===== src/rtl/fetch_pkg.sv =====
// Shared types and defaults for the RV32I instruction fetch unit.
package fetch_pkg;

    localparam int unsigned XLEN = 32;
    localparam logic [XLEN-1:0] DEFAULT_RESET_PC = 32'h0000_0000;

    typedef enum logic [1:0] {
        REQ   = 2'd0,
        ISSUE = 2'd1,
        FAULT = 2'd2
    } fetch_state_t;

    typedef enum logic [1:0] {
        FC_NONE     = 2'b00,
        FC_MISALIGN = 2'b01,
        FC_TIMEOUT  = 2'b10
    } fault_code_t;

endpackage


===== src/rtl/fetch_unit.sv =====
// Program counter owner: fetches one instruction per step over req/ack and
// hands it to decode over valid/ready, halting on misaligned targets or timeouts.
module fetch_unit
    import fetch_pkg::*;
#(
    parameter logic [XLEN-1:0] RESET_PC = DEFAULT_RESET_PC,
    parameter int unsigned     TIMEOUT  = 16
) (
    input  logic            clock,
    input  logic            nReset,
    output logic            imem_req,
    output logic [XLEN-1:0] imem_addr,
    input  logic            imem_ack,
    input  logic [XLEN-1:0] imem_rdata,
    output logic            insn_valid,
    input  logic            insn_ready,
    output logic [XLEN-1:0] insn_out,
    output logic [XLEN-1:0] pc_out,
    input  logic [XLEN-1:0] next_pc,
    output logic [XLEN-1:0] instret,
    output logic            fault,
    output logic [1:0]      fault_code
);

    localparam int unsigned CNT_W  = (TIMEOUT > 0) ? $clog2(TIMEOUT + 1) : 1;
    localparam bit          TMO_EN = (TIMEOUT != 0);

    fetch_state_t    state_q, state_d;
    fault_code_t     code_q, code_d;
    logic [XLEN-1:0] pc_q, pc_d;
    logic [XLEN-1:0] insn_q, insn_d;
    logic [XLEN-1:0] instret_q, instret_d;
    logic [CNT_W-1:0] tmo_q, tmo_d;
    logic            req_q, req_d;
    logic            valid_q, valid_d;
    logic            fault_q, fault_d;

    // Next-state and next-register values; status flags follow the next state.
    always_comb begin
        state_d   = state_q;
        code_d    = code_q;
        pc_d      = pc_q;
        insn_d    = insn_q;
        instret_d = instret_q;
        tmo_d     = tmo_q;

        unique case (state_q)
            REQ: begin
                // req_q is low only in the first cycle after reset; nothing is outstanding then.
                if (req_q && imem_ack) begin
                    insn_d  = imem_rdata;
                    state_d = ISSUE;
                end else if (req_q && TMO_EN) begin
                    if (tmo_q == CNT_W'(TIMEOUT - 1)) begin
                        state_d = FAULT;
                        code_d  = FC_TIMEOUT;
                    end else begin
                        tmo_d = tmo_q + CNT_W'(1);
                    end
                end
            end
            ISSUE: begin
                if (insn_ready) begin
                    instret_d = instret_q + XLEN'(1);
                    if (next_pc[1:0] == 2'b00) begin
                        pc_d    = next_pc;
                        tmo_d   = '0;
                        state_d = REQ;
                    end else begin
                        state_d = FAULT;
                        code_d  = FC_MISALIGN;
                    end
                end
            end
            FAULT: begin
                state_d = FAULT;
            end
            default: begin
                state_d = FAULT;
            end
        endcase

        req_d   = (state_d == REQ);
        valid_d = (state_d == ISSUE);
        fault_d = (state_d == FAULT);
    end

    always_ff @(posedge clock or negedge nReset) begin
        if (!nReset) begin
            state_q   <= REQ;
            code_q    <= FC_NONE;
            pc_q      <= RESET_PC;
            insn_q    <= '0;
            instret_q <= '0;
            tmo_q     <= '0;
            req_q     <= 1'b0;
            valid_q   <= 1'b0;
            fault_q   <= 1'b0;
        end else begin
            state_q   <= state_d;
            code_q    <= code_d;
            pc_q      <= pc_d;
            insn_q    <= insn_d;
            instret_q <= instret_d;
            tmo_q     <= tmo_d;
            req_q     <= req_d;
            valid_q   <= valid_d;
            fault_q   <= fault_d;
        end
    end

    assign imem_req   = req_q;
    assign imem_addr  = pc_q;
    assign pc_out     = pc_q;
    assign insn_valid = valid_q;
    assign insn_out   = insn_q;
    assign instret    = instret_q;
    assign fault      = fault_q;
    assign fault_code = code_q;

endmodule

===== config.mk =====
export PLATFORM = sky130hd
export DESIGN_NAME = fetch_unit
export DESIGN_NICKNAME = d
export VERILOG_FILES = /design/src/rtl/fetch_pkg.sv /design/src/rtl/fetch_unit.sv
export SDC_FILE = /design/constraint.sdc
export NUM_CORES = 1
export LEC_CHECK = 0
export ABC_CLOCK_PERIOD_IN_PS = 3150
export BUFFER_PORTS_ARGS = -buffer_cell sky130_fd_sc_hd__buf_2
export CORE_UTILIZATION = 30
export CTS_CLUSTER_DIAMETER = 30
export DETAILED_ROUTE_END_ITERATION = 16
export HOLD_SLACK_MARGIN = 0.06
export PLACE_DENSITY_LB_ADDON = 0.1
export SYNTH_ARGS = -nofsm -noshare
export SYNTH_HDL_FRONTEND = slang
export SYNTH_SLANG_ARGS = --single-unit

===== constraint.sdc =====
create_clock -name clock -period 3.15 [get_ports clock]
set_input_delay 0 -clock clock [delete_from_list [all_inputs] [get_ports clock]]
set_output_delay 0 -clock clock [all_outputs]
set_load 0.02 [all_outputs]

==> impl_metrics.tcl <==
set metrics [dict create \
    outcome "complete, no violations" \
    max_freq_ghz 0.455 \
    final_net_count 741 \
    fp.dieArea_um2 16200 \
    cts_sinks 108 \
    hold_viol 0 \
    pwr-share-seq_pct 39.2 \
    worst_skew_pair.late_latency_ns 0.34 \
    crit_buf_inv 1 \
    final.hold.worst_slack_ns 0.0935 \
    tritoncts.num_buffers 9 \
    initial_utilization_pct 30.8 \
    swShare_pct 38.8 \
    grt_usage_pct 15.0 \
    power.density_nw_per_um2 820 \
    required_ns 3.43 \
    max_slew_violation_total_from_the_final_report 0 \
    final_antenna_net_count 0 \
    cpMaxStageDelayCell "sky130_fd_sc_hd__dlygate4sd3_1" \
    drtPass1Iterations 6 \
    synthCells 418 \
    port-buffer-count 200 \
    vias_per_cell 4.34 \
    timing.critical_path.mode_cell "sky130_fd_sc_hd__nand2_1" \
    internal_power_uw 3420 \
    coreArea_um2 15300 \
    clkPwrFrac_pct 20.8 \
    dp_hpwl_um 7780 \
    finalClockSkew_ns 0.00385 \
    antenna_found_initial 0 \
    num_antenna_cells 0 \
    grt_pass1_vias 3923 \
    row_count 45 \
    cts-resized-gates 0 \
    cts_root_buffer "sky130_fd_sc_hd__clkbuf_16" \
    cp_cell_sequence "nand3b_4, nor3_4, nand2_1, dlygate4sd3_1, nand2_1" \
    cts.clk_slew.worst_paths_ns 0.07 \
    type_of_the_tightest_min_delay_check "input pin to flip-flop" \
    drc 0 \
    comb_power_share_pct 40.0 \
    clock_tree_from_tritoncts "done" \
    synth_top_flop_cell "sky130_fd_sc_hd__dfrtp_1" \
    routabilityCongestion 0.750 \
    setup_tns_ns 0 \
    synth_seq_area_share_pct 57.5 \
    utilization_pct 44.7 \
    critical_path_peak_fanout 17 \
    synth_cell_area_um2 4700 \
    synth-async-reset-ratio_pct 100 \
    maximum_number_of_pins_on_one_net_before_global_route_repair 68 \
    ios 201 \
    power.total_uw 5590 \
    dr.first_iter.drc_count 111 \
    chipHeight_um 127 \
    drt-total-wl_um 11600 \
    leak_uw 0.00353 \
    post_cts_buffers 0 \
    fraction_of_final_layout_cells_sized_beyond_drive_strength_1_pct 38.4 \
    floorplan.die.width_um 127 \
    irDropWorstVdd_mv 0.403 \
    yosys_warnings 0 \
    final_min_period_over_clock_period_pct 69.8 \
    placed_cells_incl_taps 789 \
    critical_path_arrival_ns 2.48 \
    synthesis.area_per_instance_um2 11.2 \
    synthesis.nets 489 \
    postSynthRegisterBits 108 \
    crit_type "flip-flop to flip-flop" \
    grt_pass1_wl_um 19100 \
    overflow 0 \
    synth.distinct_cells 41 \
    syn_to_final_growth_pct 45.1 \
    critPathCaptureType "flip-flop" \
    cpPeakStageDelay_ns 0.60 \
    rsz_0062_raised_after_global_routing "no" \
    slew_headroom_pct 41.1 \
    avg_wl_per_cell_um 13.1 \
    tightest_slew_ns 0.884 \
    total_switching_power_uw 2170 \
    final_cell_count_no_fill 885 \
    finalCriticalPeriod_ns 2.20 \
    timing.critical_path.from_type "flip-flop" \
    vias 3844 \
    drv.max_cap_violation_count 0 \
    report.final.setup_viol 0 \
    critical_path.top_delay_family "simple AND/OR/NAND/NOR gates" \
    clk_path_buf_depth 2 \
    cts.hold.buffers_added 81 \
    number_of_enable_flip_flop_cells_after_synthesis 0 \
    h_tree_lvls 3 \
]
==> worst reg2reg max path, cell delays in order (launching register included) <==
cell,delay [ns]
sky130_fd_sc_hd__dfrtp_1,0.54
sky130_fd_sc_hd__nand3b_4,0.23
sky130_fd_sc_hd__nor3_4,0.57
sky130_fd_sc_hd__nand2_1,0.14
sky130_fd_sc_hd__dlygate4sd3_1,0.60
sky130_fd_sc_hd__nand2_1,0.06
==> final cells by class <==
cell class / instances / area, um2
clock buffer: 14 / 274
tap: 211 / 264
clock inverter: 1 / 30.0
multi-input combinational: 263 / 1690
fill: 1472 / 8440
inverter: 3 / 11.3
sequential: 108 / 2700
timing repair buffer: 285 / 1840
==> sequential cells by signal, summed over array words and instances, names as in the netlist <==
name        cells
imem_req        1
insn_valid      1
imem_addr      32
tmo_q           5
state_q         2
fault_code      2
fault           1
insn_out       32
instret        32
==> synth_stat cells (all sizes together), types with 2 or more instances <==
| library cell | n | area (um2) |
|---|---|---|
| nand4 | 16 | 100 |
| nor4 | 5 | 61.3 |
| nand2b | 2 | 12.5 |
| and3 | 6 | 37.5 |
| o21bai | 2 | 15.0 |
| nand3b | 4 | 42.5 |
| nand3 | 12 | 60.1 |
| buf | 39 | 282 |
| ha | 3 | 37.5 |
| o21ai | 2 | 10.0 |
| inv | 3 | 11.3 |
| a211o | 2 | 17.5 |
| xor2 | 7 | 61.3 |
| clkbuf | 5 | 18.8 |
| dfrtp | 108 | 2700 |
| nor2 | 11 | 43.8 |
| mux2 | 33 | 372 |
| nand2 | 111 | 417 |
| and2 | 3 | 18.8 |
| nor3 | 5 | 30.0 |
| xnor2 | 25 | 219 |
==> final timing paths <==
kind | start | endpoint | slack [ns] | depth (start not counted)
hold reg to reg | instret[31] | instret[31] | 0.48 | 1
min in group asynchronous | nReset | instret[25] | 0.33 | 2
setup reg to reg | state_q[0] | imem_addr[18] | 0.95 | 5
max in group asynchronous | nReset | imem_addr[12] | 1.96 | 3
hold / removal | next_pc[1] | fault_code[1] | 0.09 | 4
setup / recovery | state_q[0] | imem_addr[18] | 0.95 | 5
==> power by group through the flow <==
stage                     logic [uW]  registers [uW]  clock network (uW)
after floorplan                 1080            2740                   0
after global placement          2180            2200                   0
after detailed placement        2190            2210                   0
after CTS                       2250            2200                1220
after global routing            2430            2260                1270
final                           2240            2190                1160
==> metal layers <==
metal  vias to the layer above  routed length, um  track usage (%)
li1                       1860                  -                -
met1                      1849               5270             19.4
met2                       125               5480             24.4
met3                        10                622             3.14
met4                         0                181             6.65
met5                         -                  0                0
==> kinds of logic after synthesis <==
logic type | Yosys count | synth area share, %
AOI/OAI and AO/OA | 9 | 1.36
DFF | 108 | 57.5
adders and majority gates | 3 | 0.799
and+or+nand+nor | 185 | 19.6
muxes | 34 | 8.12
buffers and inverters | 47 | 6.63
xor gates and xnor gates | 32 | 5.97
==> layout by cell type (no fill, tap or decap), types with 2 or more instances in the layout <==
master | synthesis | layout
sky130_fd_sc_hd__buf_4 | 32 | 5
sky130_fd_sc_hd__xor2_1 | 7 | 7
sky130_fd_sc_hd__and2_1 | 3 | 3
sky130_fd_sc_hd__o21bai_1 | 2 | 2
sky130_fd_sc_hd__nor4_1 | 3 | 3
sky130_fd_sc_hd__nor3_1 | 4 | 4
sky130_fd_sc_hd__nand3_1 | 12 | 12
sky130_fd_sc_hd__clkbuf_16 | 0 | 9
sky130_fd_sc_hd__nor4_4 | 2 | 2
sky130_fd_sc_hd__nand2_1 | 111 | 111
sky130_fd_sc_hd__dfrtp_1 | 108 | 108
sky130_fd_sc_hd__a211o_1 | 2 | 2
sky130_fd_sc_hd__mux2_2 | 33 | 33
sky130_fd_sc_hd__nand3b_1 | 3 | 3
sky130_fd_sc_hd__o21ai_0 | 2 | 2
sky130_fd_sc_hd__xnor2_1 | 25 | 25
sky130_fd_sc_hd__inv_1 | 3 | 3
sky130_fd_sc_hd__nor2_1 | 10 | 10
sky130_fd_sc_hd__buf_2 | 6 | 199
sky130_fd_sc_hd__and3_1 | 6 | 6
sky130_fd_sc_hd__clkbuf_1 | 5 | 2
sky130_fd_sc_hd__clkbuf_8 | 0 | 3
sky130_fd_sc_hd__nand2b_1 | 2 | 2
sky130_fd_sc_hd__nand4_1 | 16 | 16
sky130_fd_sc_hd__ha_1 | 3 | 3
sky130_fd_sc_hd__dlygate4sd3_1 | 0 | 81
==> through the flow <==
stage,instance area [um2],worst slack (ns)
finish,6820,0.951
global route,6820,0.759
detailed placement,5700,1.15
floorplan,4700,1.42
CTS,6820,0.971
global placement,5700,1.21
No activity file was read; power rests on OpenSTA's default activity.
